File: config.mk
export PLATFORM = sky130hd
export DESIGN_NAME = sc_image_sequencer
export DESIGN_NICKNAME = d
export VERILOG_FILES = /design/src/rtl/sc_image_sequencer.sv
export SDC_FILE = /design/constraint.sdc
export NUM_CORES = 1
export LEC_CHECK = 0
export ABC_AREA = 1
export BUFFER_PORTS_ARGS = -buffer_cell sky130_fd_sc_hd__buf_2
export CAP_MARGIN = 20
export CORE_MARGIN = 2
export CORE_UTILIZATION = 43
export CTS_CLUSTER_DIAMETER = 50
export CTS_CLUSTER_SIZE = 8
export DETAILED_ROUTE_END_ITERATION = 6
export PLACE_DENSITY = 0.61
export SLEW_MARGIN = 20
export SYNTH_ARGS = -nofsm -noshare
export SYNTH_HDL_FRONTEND = slang
export SYNTH_SLANG_ARGS = --single-unit
File: constraint.sdc
create_clock -name SC_IMAGE_COUNTER_CLOCK_50 -period 4.85 [get_ports SC_IMAGE_COUNTER_CLOCK_50]
set_clock_uncertainty 0.1 [all_clocks]
set_input_delay 0.97 -clock SC_IMAGE_COUNTER_CLOCK_50 [delete_from_list [all_inputs] [get_ports SC_IMAGE_COUNTER_CLOCK_50]]
set_output_delay 0.97 -clock SC_IMAGE_COUNTER_CLOCK_50 [all_outputs]
set_load 0.01 [all_outputs]
File: src/rtl/sc_image_sequencer.sv
// Image-index sequencer: prescaled advance of an index 0..IMG_LAST in
// wrap-up, wrap-down, ping-pong or one-shot order, with run/hold/clear/load
// commands from the game FSM. Feeds the image ROM address mux.
module sc_image_sequencer #(
  parameter int unsigned IMG_WIDTH   = 3,
  parameter int unsigned IMG_LAST    = 7,
  parameter int unsigned PRESC_WIDTH = 22
) (
  input  logic                   SC_IMAGE_COUNTER_CLOCK_50,
  input  logic                   SC_IMAGE_COUNTER_RESET_InHigh,
  input  logic [1:0]             SC_IMAGE_SEQ_cmd_InBus,
  input  logic [1:0]             SC_IMAGE_SEQ_mode_InBus,
  input  logic [PRESC_WIDTH-1:0] SC_IMAGE_SEQ_period_InBus,
  input  logic [IMG_WIDTH-1:0]   SC_IMAGE_SEQ_load_InBus,
  output logic [IMG_WIDTH-1:0]   SC_IMAGE_SEQ_data_OutBUS,
  output logic                   SC_IMAGE_SEQ_dir_Out,
  output logic                   SC_IMAGE_SEQ_tick_Out,
  output logic                   SC_IMAGE_SEQ_wrap_Out,
  output logic                   SC_IMAGE_SEQ_done_Out
);

  localparam logic [1:0] CMD_RUN   = 2'b00;
  localparam logic [1:0] CMD_HOLD  = 2'b01;
  localparam logic [1:0] CMD_CLEAR = 2'b10;
  localparam logic [1:0] CMD_LOAD  = 2'b11;

  localparam logic [1:0] MODE_WRAP_UP   = 2'b00;
  localparam logic [1:0] MODE_WRAP_DOWN = 2'b01;
  localparam logic [1:0] MODE_PINGPONG  = 2'b10;
  localparam logic [1:0] MODE_ONESHOT   = 2'b11;

  // Turnaround targets; a single-image sequence (IMG_LAST=0) stays on 0.
  localparam int unsigned PP_TOP_TURN = (IMG_LAST == 0) ? 0 : IMG_LAST - 1;
  localparam int unsigned PP_BOT_TURN = (IMG_LAST == 0) ? 0 : 1;

  localparam logic [IMG_WIDTH-1:0] LAST_V     = IMG_WIDTH'(IMG_LAST);
  localparam logic [IMG_WIDTH-1:0] TOP_TURN_V = IMG_WIDTH'(PP_TOP_TURN);
  localparam logic [IMG_WIDTH-1:0] BOT_TURN_V = IMG_WIDTH'(PP_BOT_TURN);
  localparam logic [IMG_WIDTH-1:0] ZERO_V     = '0;
  localparam logic [IMG_WIDTH-1:0] ONE_V      = IMG_WIDTH'(1);

  logic [IMG_WIDTH-1:0]   data_q, data_d;
  logic [PRESC_WIDTH-1:0] presc_q, presc_d;
  logic                   dir_q, dir_d;
  logic                   tick_q, tick_d;
  logic                   wrap_q, wrap_d;
  logic                   done_q, done_d;
  logic                   adv_c;

  // State register with asynchronous active-high reset.
  always_ff @(posedge SC_IMAGE_COUNTER_CLOCK_50 or posedge SC_IMAGE_COUNTER_RESET_InHigh) begin
    if (SC_IMAGE_COUNTER_RESET_InHigh) begin
      data_q  <= '0;
      presc_q <= '0;
      dir_q   <= 1'b0;
      tick_q  <= 1'b0;
      wrap_q  <= 1'b0;
      done_q  <= 1'b0;
    end else begin
      data_q  <= data_d;
      presc_q <= presc_d;
      dir_q   <= dir_d;
      tick_q  <= tick_d;
      wrap_q  <= wrap_d;
      done_q  <= done_d;
    end
  end

  // Command decode, prescaler and per-mode advance (next-state logic).
  always_comb begin
    data_d  = data_q;
    presc_d = presc_q;
    dir_d   = dir_q;
    done_d  = done_q;
    tick_d  = 1'b0;
    wrap_d  = 1'b0;
    adv_c   = 1'b0;

    case (SC_IMAGE_SEQ_cmd_InBus)
      CMD_CLEAR: begin
        data_d  = '0;
        presc_d = '0;
        dir_d   = 1'b0;
        done_d  = 1'b0;
      end
      CMD_LOAD: begin
        data_d  = (SC_IMAGE_SEQ_load_InBus > LAST_V) ? LAST_V : SC_IMAGE_SEQ_load_InBus;
        presc_d = '0;
        done_d  = 1'b0;
      end
      CMD_HOLD: begin
      end
      CMD_RUN: begin
        // >= so a period lowered below the running count fires immediately.
        if (presc_q >= SC_IMAGE_SEQ_period_InBus) begin
          presc_d = '0;
          adv_c   = 1'b1;
        end else begin
          presc_d = presc_q + PRESC_WIDTH'(1);
        end
      end
      default: begin
      end
    endcase

    if (adv_c) begin
      tick_d = 1'b1;
      case (SC_IMAGE_SEQ_mode_InBus)
        MODE_WRAP_UP: begin
          dir_d = 1'b0;
          if (data_q >= LAST_V) begin
            data_d = ZERO_V;
            wrap_d = 1'b1;
          end else begin
            data_d = data_q + ONE_V;
          end
        end
        MODE_WRAP_DOWN: begin
          dir_d = 1'b1;
          if (data_q == ZERO_V) begin
            data_d = LAST_V;
            wrap_d = 1'b1;
          end else begin
            data_d = data_q - ONE_V;
          end
        end
        MODE_PINGPONG: begin
          if (!dir_q) begin
            if (data_q >= LAST_V) begin
              data_d = TOP_TURN_V;
              dir_d  = 1'b1;
              wrap_d = 1'b1;
            end else begin
              data_d = data_q + ONE_V;
            end
          end else begin
            if (data_q == ZERO_V) begin
              data_d = BOT_TURN_V;
              dir_d  = 1'b0;
              wrap_d = 1'b1;
            end else begin
              data_d = data_q - ONE_V;
            end
          end
        end
        MODE_ONESHOT: begin
          dir_d = 1'b0;
          if (!done_q) begin
            if (data_q >= LAST_V) begin
              done_d = 1'b1;
              wrap_d = 1'b1;
            end else begin
              data_d = data_q + ONE_V;
            end
          end
        end
        default: begin
        end
      endcase
    end
  end

  assign SC_IMAGE_SEQ_data_OutBUS = data_q;
  assign SC_IMAGE_SEQ_dir_Out     = dir_q;
  assign SC_IMAGE_SEQ_tick_Out    = tick_q;
  assign SC_IMAGE_SEQ_wrap_Out    = wrap_q;
  assign SC_IMAGE_SEQ_done_Out    = done_q;

endmodule

After elaboration in Yosys (flattened, before gate mapping)
Index checks and enable logic that the tools add are counted. W data, S select, Z words.

Add/sub/neg operators: 3. $lt $le $gt $ge: 3. Equal/unequal tests: 5. Multiplexer cells: 33. Reductions and logical operators: 6.

Operators by type and width (number): $pmux W22 S2 (1); $mux W3 (9); $add A22 B1 Y22 const B (1); $ge A22 B22 Y1 (1); $mux W22 (1); $mux W1 (18); $pmux W3 S4 (1); $eq A2 B2 Y1 const B (4); $pmux W3 S2 (1); $logic_not A2 Y1 (2); $pmux W1 S4 (1); $reduce_or A2 Y1 (2); $add A3 B1 Y3 const B (1); $ge A3 B3 Y1 const B (1); $gt A3 B3 Y1 const B (1); $logic_not A3 Y1 (1); $pmux W1 S3 (1); $sub A3 B1 Y3 const B (1); $eq A2 B1 Y1 const B (1); $reduce_bool A2 Y1 (1).

Register bits after elaboration: 29. Input port bits: 31. Output and inout bits: 7. Word-level logic and storage cells: 56.

Longest topological paths before layout
Gate-level depths: netlist of run 1.

Word-level depth: 7. Gate-level depth with buffers: 14. Gate-level depth less buffers: 14.

Least setup slack after synthesis of run 1
OpenSTA, ideal clock, no wires.

Path kind: input -> register. Start point: input port SC_IMAGE_SEQ_period_InBus[17]. End point: register presc_q[15]. Setup time: 0.066 ns. Arrival: 2.181 ns. Required time: 4.684 ns. Path slack: 2.503 ns. Cell stages on the path: 12. Path buffers: 1. Cells stage by stage: inv_1 > ha_1 > nand2_1 > inv_1 > nand2_1 > nand2_1 > a21oi_2 > nand3_2 > nor2_4 > buf_6 > nand2_1 > nand2_1.

Cells in the longest elaborated chain, start to end: 3.

Ends and longest elaborated chain: from (decl) (RTL line 13) `input logic [PRESC_WIDTH-1:0] SC_IMAGE_SEQ_period_InBus,`; $ge A22 B22 Y1 (RTL line 95) `if (presc_q >= SC_IMAGE_SEQ_period_InBus) begin`; $mux W22 (RTL line 95); $pmux W22 S2 (RTL line 79) `case (SC_IMAGE_SEQ_cmd_InBus)`; to (signal assigned) (RTL line 61) `presc_q <= presc_d;`; to (decl) (RTL line 43) `logic [PRESC_WIDTH-1:0] presc_q, presc_d;`.

No other way between the ends. A chain may end at the register's enable or synchronous reset.

Worst setup path after layout of run 1
Start point: input port SC_IMAGE_SEQ_period_InBus[17]. End point: register presc_q[4].

Same word-level chain as after synthesis.

==> flow_summary.yaml, run 1 <==
placed_design:
  portBuffers: 37
  hpwl_um: 5210
  place_congestion: 0.929
  dp_cells: 557
cts:
  cts_setup_buffers: 0
  cts_root_buffer: "clkbuf_8"
  cts_buffers: 5
  cts_max_level: 2
  clock-sinks: 29
  cts.clk_slew.worst_paths_ns: 0.07
  clk_latency_ns: 0.29
  clock_path_buffers: 2
  ctsResizeCount: 0
  cts_tree: "done"
  hold_buffers: 0
job:
  maxCapViolCount: 0
worst_hold_path:
  min_from: "presc_q[1]$_DFFE_PP0P_"
  hold_path_depth: 2
  hold_class: "reg2reg"
  hold_end: "presc_q[1]$_DFFE_PP0P_"
power_and_ir_drop:
  power_density_nw_per_um2: 180
  leakage_nw: 1.93
  ir_drop_mv: 0.0886
logic_synthesis:
  yosysUniqueCellTypes: 26
  synth_nets: 507
  synth_area_um2: 2810
  netlist.area_leader.share: 0.259
  syn_inst: 445
  synth_seq_cells: 29
  syn_avg_cell_area_um2: 6.31
  yosys.area.top_type: "dfrtp_1"
  synth_area_leaders: "dfrtp_1, nand2_1, ha_1, inv_1, nor2_1"
  yosysSeqAreaShare: 0.259
  yosysWarnings: 0
floorplan:
  dieArea_um2: 7190
  dieWidth_um: 84.8
  pin_count: 38
  chipHeight_um: 84.8
  initial_core_util: 0.445
  row_count: 29
  core_area_um2: 6310
worst_setup_path:
  r2r_setup_slack_ns: 2.67
  cpMaxStageDelayCell: "nor2_4"
  end_kind: "register"
  crit_top_cell: "nand2_1"
  cp_top_family: "simple AND/OR/NAND/NOR gates"
  path_buf_inv: 3
  critical-path-max-stage-delay_ns: 0.38
  reg2reg_depth: 13
  worstPathMaxFanout: 19
  rr_endpoint: "presc_q[4]$_DFFE_PP0P_"
  path_cells: "buf_2 > inv_1 > ha_1 > nand2_1 > inv_1 > nand2_1 > nand2_1 > a21oi_2 > nand3_2 > nor2_4 > nand2_1 > nand2_1"
  r2r_start: "presc_q[0]$_DFFE_PP0P_"
  setup.worst_path.start_class: "input pin"
  worstPathArrival_ns: 2.55
  cp_data_required_time_ns: 4.97
  crit_type: "in2reg"
sta:
  setup_tns_ns: 0
  drv_slew: 0
  setup_violations: 0
  rsz0062_at_grt: "no"
  timing.slew.headroom: 0.588
  fin_crit_ns: 2.43
  hold_violations: 0
  tightest_slew_ns: 0.618
  max_freq_ghz: 0.411
  holdWs_ns: 0.450
  period_share: 0.502
final_layout:
  diodes: 0
  nNetsFinal: 549
  area_delta_synth_final_pct: 13.2
  finalNonFillerCells: 565
  drive_above_1_share: 0.129
global_routing:
  antenna_found_initial: 0
  grt_pass1_wl_um: 11600
  grt_pass1_vias: 2548
  grt_remaining_overflow: 0
  grt_max_degree: 30
  grt_use_total: 0.199
drt:
  drt-total-wl_um: 6560
  dr_total_vias: 2734
  wl_per_cell_um: 11.6
  firstDrtPassIters: 4
  drc_errors: 0
  drt_iter0_drc: 190
  ant_nets: 0
  avgViaCountPerCell: 4.84
status:
  status: "finished, final reports clean"
[report_power, final]
part | switching, mW | total (mW) | internal (mW) | leakage (nW)
logic | 0.0577 | 0.0937 | 0.0360 | 1.47
clock network | 0.0988 | 0.227 | 0.128 | 0.0542
registers | 0.00559 | 0.251 | 0.245 | 0.401
[worst min-delay path, delay by kind of cell, from the launching register on]
kind	cells	cell delay, ns
flops	1	0.40
simple gates	2	0.13
[cell usage after synthesis]
cell type	n
a21oi_1	6
a21oi_2	3
buf_6	1
clkbuf_1	2
dfrtp_1	29
ha_1	31
inv_1	79
nand2_1	187
nand2_2	3
nand3_1	23
nand3_2	1
nand3_4	1
nand3b_1	1
nand4_1	9
nor2_1	32
nor2_2	2
nor2_4	4
nor3_1	4
nor3_2	1
o2111ai_1	1
o21ai_0	9
o21ai_1	1
o21bai_1	1
or2_2	1
xnor2_1	5
xor2_1	8
[worst max path at each step]
| stage | startpoint | endpoint | slack, ns | depth (start not counted) |
|---|---|---|---|---|
| 2_1_floorplan | SC_IMAGE_SEQ_period_InBus[17] | presc_q[15]$_DFFE_PP0P_ | 2.50 | 12 |
| 5_1_grt | SC_IMAGE_SEQ_period_InBus[17] | presc_q[4]$_DFFE_PP0P_ | 2.20 | 12 |
| 3_5_place_dp | SC_IMAGE_SEQ_period_InBus[17] | presc_q[4]$_DFFE_PP0P_ | 2.10 | 12 |
| 4_1_cts | SC_IMAGE_SEQ_period_InBus[17] | presc_q[4]$_DFFE_PP0P_ | 2.38 | 12 |
| 6_report | SC_IMAGE_SEQ_period_InBus[17] | presc_q[4]$_DFFE_PP0P_ | 2.42 | 12 |
| 3_3_place_gp | SC_IMAGE_SEQ_period_InBus[21] | SC_IMAGE_SEQ_data_OutBUS[1]$_DFF_PP0_ | 2.14 | 12 |
[flip-flops by register name, summed over array words and instances, names as in the netlist]
| register | count |
|---|---|
| SC_IMAGE_SEQ_data_OutBUS | 3 |
| SC_IMAGE_SEQ_dir_Out | 1 |
| SC_IMAGE_SEQ_done_Out | 1 |
| SC_IMAGE_SEQ_tick_Out | 1 |
| SC_IMAGE_SEQ_wrap_Out | 1 |
| presc_q | 22 |
[metrics by stage]
step	util	total power, mW	cell area, um2	setup WS (ns)
5_1_grt	0.503	0.607	3180	2.20
2_1_floorplan	-	0.316	2810	2.50
6_report	0.503	0.571	3180	2.42
3_5_place_dp	0.487	0.349	3080	2.10
4_1_cts	0.503	0.577	3180	2.38
3_3_place_gp	0.487	0.348	3080	2.14
[layer usage]
metal  up-vias  GRT usage  share of wire
met1      1204      0.289           0.50
li1       1449          -              -
met3         6     0.0295          0.050
met2        75      0.310           0.43
met5         -          0              0
met4         0     0.0519          0.011
[cell families (layout without fill, tap and decap cells)]
kind of cell | count (synthesis) | count (layout) | synth area share
simple gates | 269 | 269 | 0.407
buf+inv | 82 | 125 | 0.112
fa+ha+maj | 31 | 31 | 0.138
flops | 29 | 29 | 0.259
compound gates | 21 | 21 | 0.0437
xor+xnor | 13 | 13 | 0.0406
[final cells by class]
| cell class | instances | area [um2] |
|---|---|---|
| Timing Repair Buffer | 38 | 193 |
| Multi-Input combinational cell | 334 | 1770 |
| Clock inverter | 1 | 5.00 |
| Sequential cell | 29 | 726 |
| Tap cell | 77 | 96.3 |
| Inverter | 79 | 297 |
| Fill cell | 685 | 3140 |
| Clock buffer | 7 | 96.3 |
[layout by cell type, fill, tap and decap left out, types with 2 or more instances in the layout]
| cell type | instances |
|---|---|
| xor2_1 | 8 |
| ha_1 | 31 |
| nand2_2 | 3 |
| o21ai_0 | 9 |
| a21oi_1 | 6 |
| nand4_1 | 9 |
| nor3_1 | 4 |
| nor2_4 | 4 |
| xnor2_1 | 5 |
| dfrtp_1 | 29 |
| inv_1 | 78 |
| nand3_1 | 23 |
| buf_2 | 37 |
| nand2_1 | 187 |
| nor2_1 | 32 |
| nor2_2 | 2 |
| clkbuf_8 | 7 |
| a21oi_2 | 3 |
(Power assumes the default switching activity.)
==> run 2: changes to the inputs <==
- clock period: 4.85 -> 2.45 ns (I/O delays scaled with it)
==> run 2 against run 1 <==
Net effect:
- design area is 0.47% higher
- non-clock buffer count rose by 2
- sequential share of layout area decreased by 0.11 points
- power is 98% higher
- critical path depth fell by 2
- die area unchanged
- register-to-register slack worse by 2.4 ns
- clock-buffer cell count stayed put
- global-route usage up 0.11 points
- routed wire length increased by 0.20%
- highest routed layer unchanged
==> flow_summary.yaml, run 2 (synthesis gave the netlist of run 1 again) <==
final_layout:
  area_delta_synth_final_pct: 13.8
  drive_above_1_share: 0.131
  final_common_cell: "nand2_1"
  largest_reg_flops: 22
  layout_common_cells: "nand2_1, inv_1, buf_2"
  diodes: 0
  fin_util: 0.506
  largest-register: "presc_q"
  fill_cells: 679
  nNetsFinal: 551
placed_design:
  place_congestion: 0.941
  hpwl_um: 5220
  portBuffers: 37
worst_setup_path:
  reg2reg_depth: 10
  cp_data_required_time_ns: 2.58
  critPathCapture: "presc_q[13]$_DFFE_PP0P_"
  setup.worst_path.start_class: "register"
  rr_endpoint: "presc_q[13]$_DFFE_PP0P_"
  critPathLaunch: "presc_q[17]$_DFFE_PP0P_"
  end_kind: "register"
  r2r_setup_slack_ns: 0.32
  r2r_start: "presc_q[17]$_DFFE_PP0P_"
  worstPathArrival_ns: 2.26
  crit_type: "reg2reg"
  worstPathMaxFanout: 19
global_routing:
  grt_use_total: 0.200
  grt_max_degree: 30
  grt_remaining_overflow: 0
  antenna_found_initial: 0
  grt_pass1_vias: 2726
  grt_pass1_wl_um: 11800
floorplan:
  core_area_um2: 6310
  dieArea_um2: 7190
  dieWidth_um: 84.8
  chipHeight_um: 84.8
  row_count: 29
  pin_count: 38
  initial_core_util: 0.445
cts:
  cts_buffers: 5
  hold_buffers: 0
  cts_tree: "done"
  ctsResizeCount: 0
  clock_path_buffers: 2
  clk_latency_ns: 0.29
  cts.clk_slew.worst_paths_ns: 0.06
  clock-sinks: 29
  cts_setup_buffers: 0
  cts_root_buffer: "clkbuf_8"
  cts_max_level: 2
sta:
  fin_crit_ns: 2.13
  period_share: 0.870
  max_freq_ghz: 0.469
  tightest_slew_ns: 0.495
  setup_violations: 0
  rsz0062_at_grt: "no"
  timing.slew.headroom: 0.669
  setup_tns_ns: 0
  drv_slew: 0
  hold_violations: 0
drt:
  wl_per_cell_um: 11.6
  drt-total-wl_um: 6570
  drc_errors: 0
  dr_total_vias: 2762
  avgViaCountPerCell: 4.87
  ant_nets: 0
  drt_iter0_drc: 207
  firstDrtPassIters: 4
power_and_ir_drop:
  leakage_nw: 1.94
  power_density_nw_per_um2: 355
  ir_drop_mv: 0.155
  power_mw: 1.13
status:
  status: "finished, final reports clean"
worst_hold_path:
  hold_class: "in2async"
job:
  maxCapViolCount: 0
## run 2: changes by cell type in the layout (fill, tap and decap cells not counted), sizes merged
cell,change
buf,+2
## run 2: layout make-up
type                    count  area, um2  share of cell area
clock inverters             1       5.00             0.00157
clock buffers               7       96.3              0.0302
inverters                  79        297              0.0929
multi-input cells         334       1770               0.553
flip-flops and latches     29        726               0.227
repair buffers             40        208              0.0650
well taps                  77       96.3              0.0302
## run 2: per-layer routing
metal,global-route usage,vias to the layer above,part of all wire
li1,-,1447,-
met1,0.271,1237,0.49
met2,0.327,72,0.44
met3,0.0374,6,0.055
met4,0.0577,0,0.013
met5,0,-,0
## run 2: critical path, stage by stage, from the launching register on
cell	delay [ns]
dfrtp_1	0.44
ha_1	0.32
nand2_1	0.09
inv_1	0.04
nand2_1	0.05
nand2_1	0.08
a21oi_2	0.20
nand3_2	0.15
nor2_4	0.39
nand2_1	0.12
nand2_1	0.08
## run 2: worst min-delay path by stage
stage / startpoint / to / slack [ns] / cells after the start
finish: SC_IMAGE_COUNTER_RESET_InHigh / SC_IMAGE_SEQ_done_Out$_DFF_PP0_ / 0.16 / 3
global route: SC_IMAGE_COUNTER_RESET_InHigh / SC_IMAGE_SEQ_done_Out$_DFF_PP0_ / 0.20 / 3
CTS: SC_IMAGE_COUNTER_RESET_InHigh / SC_IMAGE_SEQ_done_Out$_DFF_PP0_ / 0.18 / 3
detailed placement: SC_IMAGE_SEQ_done_Out$_DFF_PP0_ / SC_IMAGE_SEQ_done_Out$_DFF_PP0_ / 0.45 / 2
global placement: SC_IMAGE_SEQ_done_Out$_DFF_PP0_ / SC_IMAGE_SEQ_done_Out$_DFF_PP0_ / 0.42 / 2
floorplan: presc_q[21]$_DFFE_PP0P_ / presc_q[21]$_DFFE_PP0P_ / 0.40 / 2
## run 2: metrics by stage
step	worst slack, ns	area (um2)	cells	hold WS [ns]
floorplan	0.583	2810	445	0.396
global placement	0.205	3090	559	0.416
detailed placement	0.163	3090	559	0.449
CTS	0.297	3190	567	0.181
global route	0.108	3190	567	0.203
finish	0.319	3190	567	0.159
## run 2: power breakdown
group / internal (mW) / switching (mW) / leakage [nW]
combinational: 0.0735 / 0.117 / 1.48
sequential: 0.485 / 0.00961 / 0.401
clock: 0.254 / 0.194 / 0.0542
==> run 3: changes to the inputs <==
- ABC_AREA: 1 -> unset
- PLACE_DENSITY: 0.61 -> 0.62
- RECOVER_POWER: unset -> 100
==> run 3 against run 2 <==
Net effect:
- setup slack got worse by 0.17 ns
- cell count down 20%
- core utilization rose by 2.4 points
- register-to-register slack got worse by 0.17 ns
- the run now ends with max-capacitance violations, max-slew violations left
==> flow_summary.yaml, run 3 <==
drt:
  drt-total-wl_um: 6620
  firstDrtPassIters: 4
  dr_total_vias: 2588
  ant_nets: 0
  wl_per_cell_um: 14.5
  drc_errors: 0
  avgViaCountPerCell: 5.69
  drt_iter0_drc: 134
cts:
  cts.clk_slew.worst_paths_ns: 0.06
  cts_root_buffer: "clkbuf_8"
  cts_max_level: 2
  cts_tree: "done"
  cts_setup_buffers: 0
  clock_path_buffers: 2
  clk_latency_ns: 0.28
  cts_buffers: 5
  hold_buffers: 0
  clock-sinks: 29
floorplan:
  pin_count: 38
  dieArea_um2: 6870
  initial_core_util: 0.449
  chipHeight_um: 82.9
  row_count: 28
  dieWidth_um: 82.9
  core_area_um2: 5960
worst_setup_path:
  reg2reg_depth: 8
  path_cells: "ha_1 > nand4_1 > nor4_2 > a221oi_1 > and3_4 > buf_12 > a211o_1 > a21oi_1"
  critPathLaunch: "presc_q[16]$_DFFE_PP0P_"
  crit_cells: 8
  crit_type: "reg2reg"
  r2r_start: "presc_q[16]$_DFFE_PP0P_"
  worstPathArrival_ns: 2.41
  critical-path-max-stage-delay_ns: 0.41
  worstPathMaxFanout: 9
  cp_data_required_time_ns: 2.55
  cp_top_family: "simple AND/OR/NAND/NOR gates"
  setup.worst_path.start_class: "register"
  path_buf_inv: 1
  r2r_setup_slack_ns: 0.14
  end_kind: "register"
  critPathCapture: "SC_IMAGE_SEQ_done_Out$_DFF_PP0_"
  cpMaxStageDelayCell: "dfrtp_1"
  rr_endpoint: "SC_IMAGE_SEQ_done_Out$_DFF_PP0_"
logic_synthesis:
  yosysSeqAreaShare: 0.271
  synth.top_cells.by_count: "inv_1, nand2_1, ha_1, dfrtp_1, a21oi_1"
  synth_area_leaders: "dfrtp_1, ha_1, inv_1, a21oi_1, a41oi_2"
  syn_inst: 329
  yosysUniqueCellTypes: 53
  yosysWarnings: 0
  synthFlopType: "dfrtp_1"
  synth_seq_cells: 29
  synth_edf_count: 0
  netlist.area_leader.share: 0.271
  synth_nets: 391
  yosys.area.top_type: "dfrtp_1"
  yosysMostFrequentCell: "inv_1"
  async_reset_ff_frac: 1.00
  synth_area_um2: 2680
  syn_avg_cell_area_um2: 8.13
final_layout:
  fill_cells: 607
  final_area_um2: 3150
  multiInputGateArea_um2: 1710
  drive_above_1_share: 0.205
  fin_util: 0.529
  largest-register: "presc_q"
  layout_common_cells: "inv_1, nand2_1, ha_1"
  nNetsFinal: 442
  diodes: 0
  register_area_um2: 726
  area_delta_synth_final_pct: 17.9
  largest_reg_flops: 22
  final_common_cell: "inv_1"
sta:
  setup_tns_ns: 0
  fin_crit_ns: 2.31
  rsz0062_at_grt: "no"
  hold_violations: 0
  max_freq_ghz: 0.434
  tightest_slew_ns: 1.61
  drv_slew: 30
  period_share: 0.941
  fin_ws_ns: 0.144
  setup_violations: 0
  timing.slew.headroom: -0.0737
global_routing:
  antenna_found_initial: 0
  grt_remaining_overflow: 0
  grt_pass1_vias: 2459
  grt_pass1_wl_um: 11300
  grt_use_total: 0.196
  grt_max_degree: 30
status:
  violations: "max-capacitance violations, max-slew violations"
  status: "finished, violations left"
placed_design:
  hpwl_um: 5080
  place_congestion: 0.872
  dpl_cell_area_um2: 3080
  portBuffers: 37
  pre_cts_ws_ns: -0.0982
worst_hold_path:
  hold_path_depth: 3
  min_from: "SC_IMAGE_SEQ_load_InBus[2]"
  hold_class: "in2reg"
power_and_ir_drop:
  power_density_nw_per_um2: 371
  leakage_nw: 1.42
  ir_drop_mv: 0.318
job:
  maxCapViolCount: 1
run 3: changes by cell type after synthesis, moves of 7 or more:
cell,previous run,this run
inv_1,79,46
nor2_1,32,13
buf_2,0,7
a21oi_1,6,26
nand2_1,187,33
a41oi_2,0,8
xor2_1,8,0
o22ai_1,0,15
run 3: per-stage QoR:
step | std cells | power [mW] | hold WS, ns
detailed placement | 448 | 0.776 | 0.462
global placement | 448 | 0.771 | 0.453
CTS | 455 | 1.18 | 0.183
floorplan | 329 | 0.681 | 0.416
global route | 455 | 1.23 | 0.484
finish | 455 | 1.17 | 0.446
run 3: logic make-up after synthesis:
| logic type | count (synthesis) | synth area share |
|---|---|---|
| fa+ha+maj | 31 | 0.145 |
| compound gates | 88 | 0.243 |
| buf+inv | 62 | 0.0959 |
| mux | 2 | 0.00748 |
| simple gates | 117 | 0.238 |
| flops | 29 | 0.271 |
run 3: what timing repair did:
item,in CTS,in global routing
endpoints found under the hold margin,0,0
setup endpoints to repair,0,2
resized for setup,0,0
run 3: worst min path at each step:
stage | slack (ns) | to
6_report | 0.45 | SC_IMAGE_SEQ_data_OutBUS[2]$_DFF_PP0_
4_1_cts | 0.18 | SC_IMAGE_SEQ_dir_Out$_DFF_PP0_
3_3_place_gp | 0.45 | presc_q[21]$_DFFE_PP0P_
2_1_floorplan | 0.42 | presc_q[20]$_DFFE_PP0P_
3_5_place_dp | 0.46 | presc_q[21]$_DFFE_PP0P_
5_1_grt | 0.48 | SC_IMAGE_SEQ_data_OutBUS[2]$_DFF_PP0_
run 3: area by class of cell:
type                            instances  share of cell area
Multi-Input combinational cell        238               0.542
Sequential cell                        29               0.230
Tap cell                               75              0.0298
Inverter                               47              0.0560
Clock buffer                            7              0.0274
Timing Repair Buffer                   59               0.114
run 3: report_power, final:
part	switching [mW]	total, mW	leakage [nW]	internal [mW]
Sequential	0.0264	0.520	0.400	0.493
Combinational	0.137	0.242	0.974	0.105
Clock	0.185	0.407	0.0443	0.223
run 3: per-layer routing:
metal,vias up,GRT usage,part of all wire,wire (um)
met2,51,0.334,0.48,3160
li1,1305,-,-,-
met3,11,0.0318,0.038,249
met5,-,0,0,0
met4,0,0.0581,0.012,81
met1,1221,0.255,0.47,3120
run 3: tightest hold or removal path, stage by stage:
cell and delay, ns:
buf_2 0.09, a21oi_1 0.06, o221ai_1 0.15
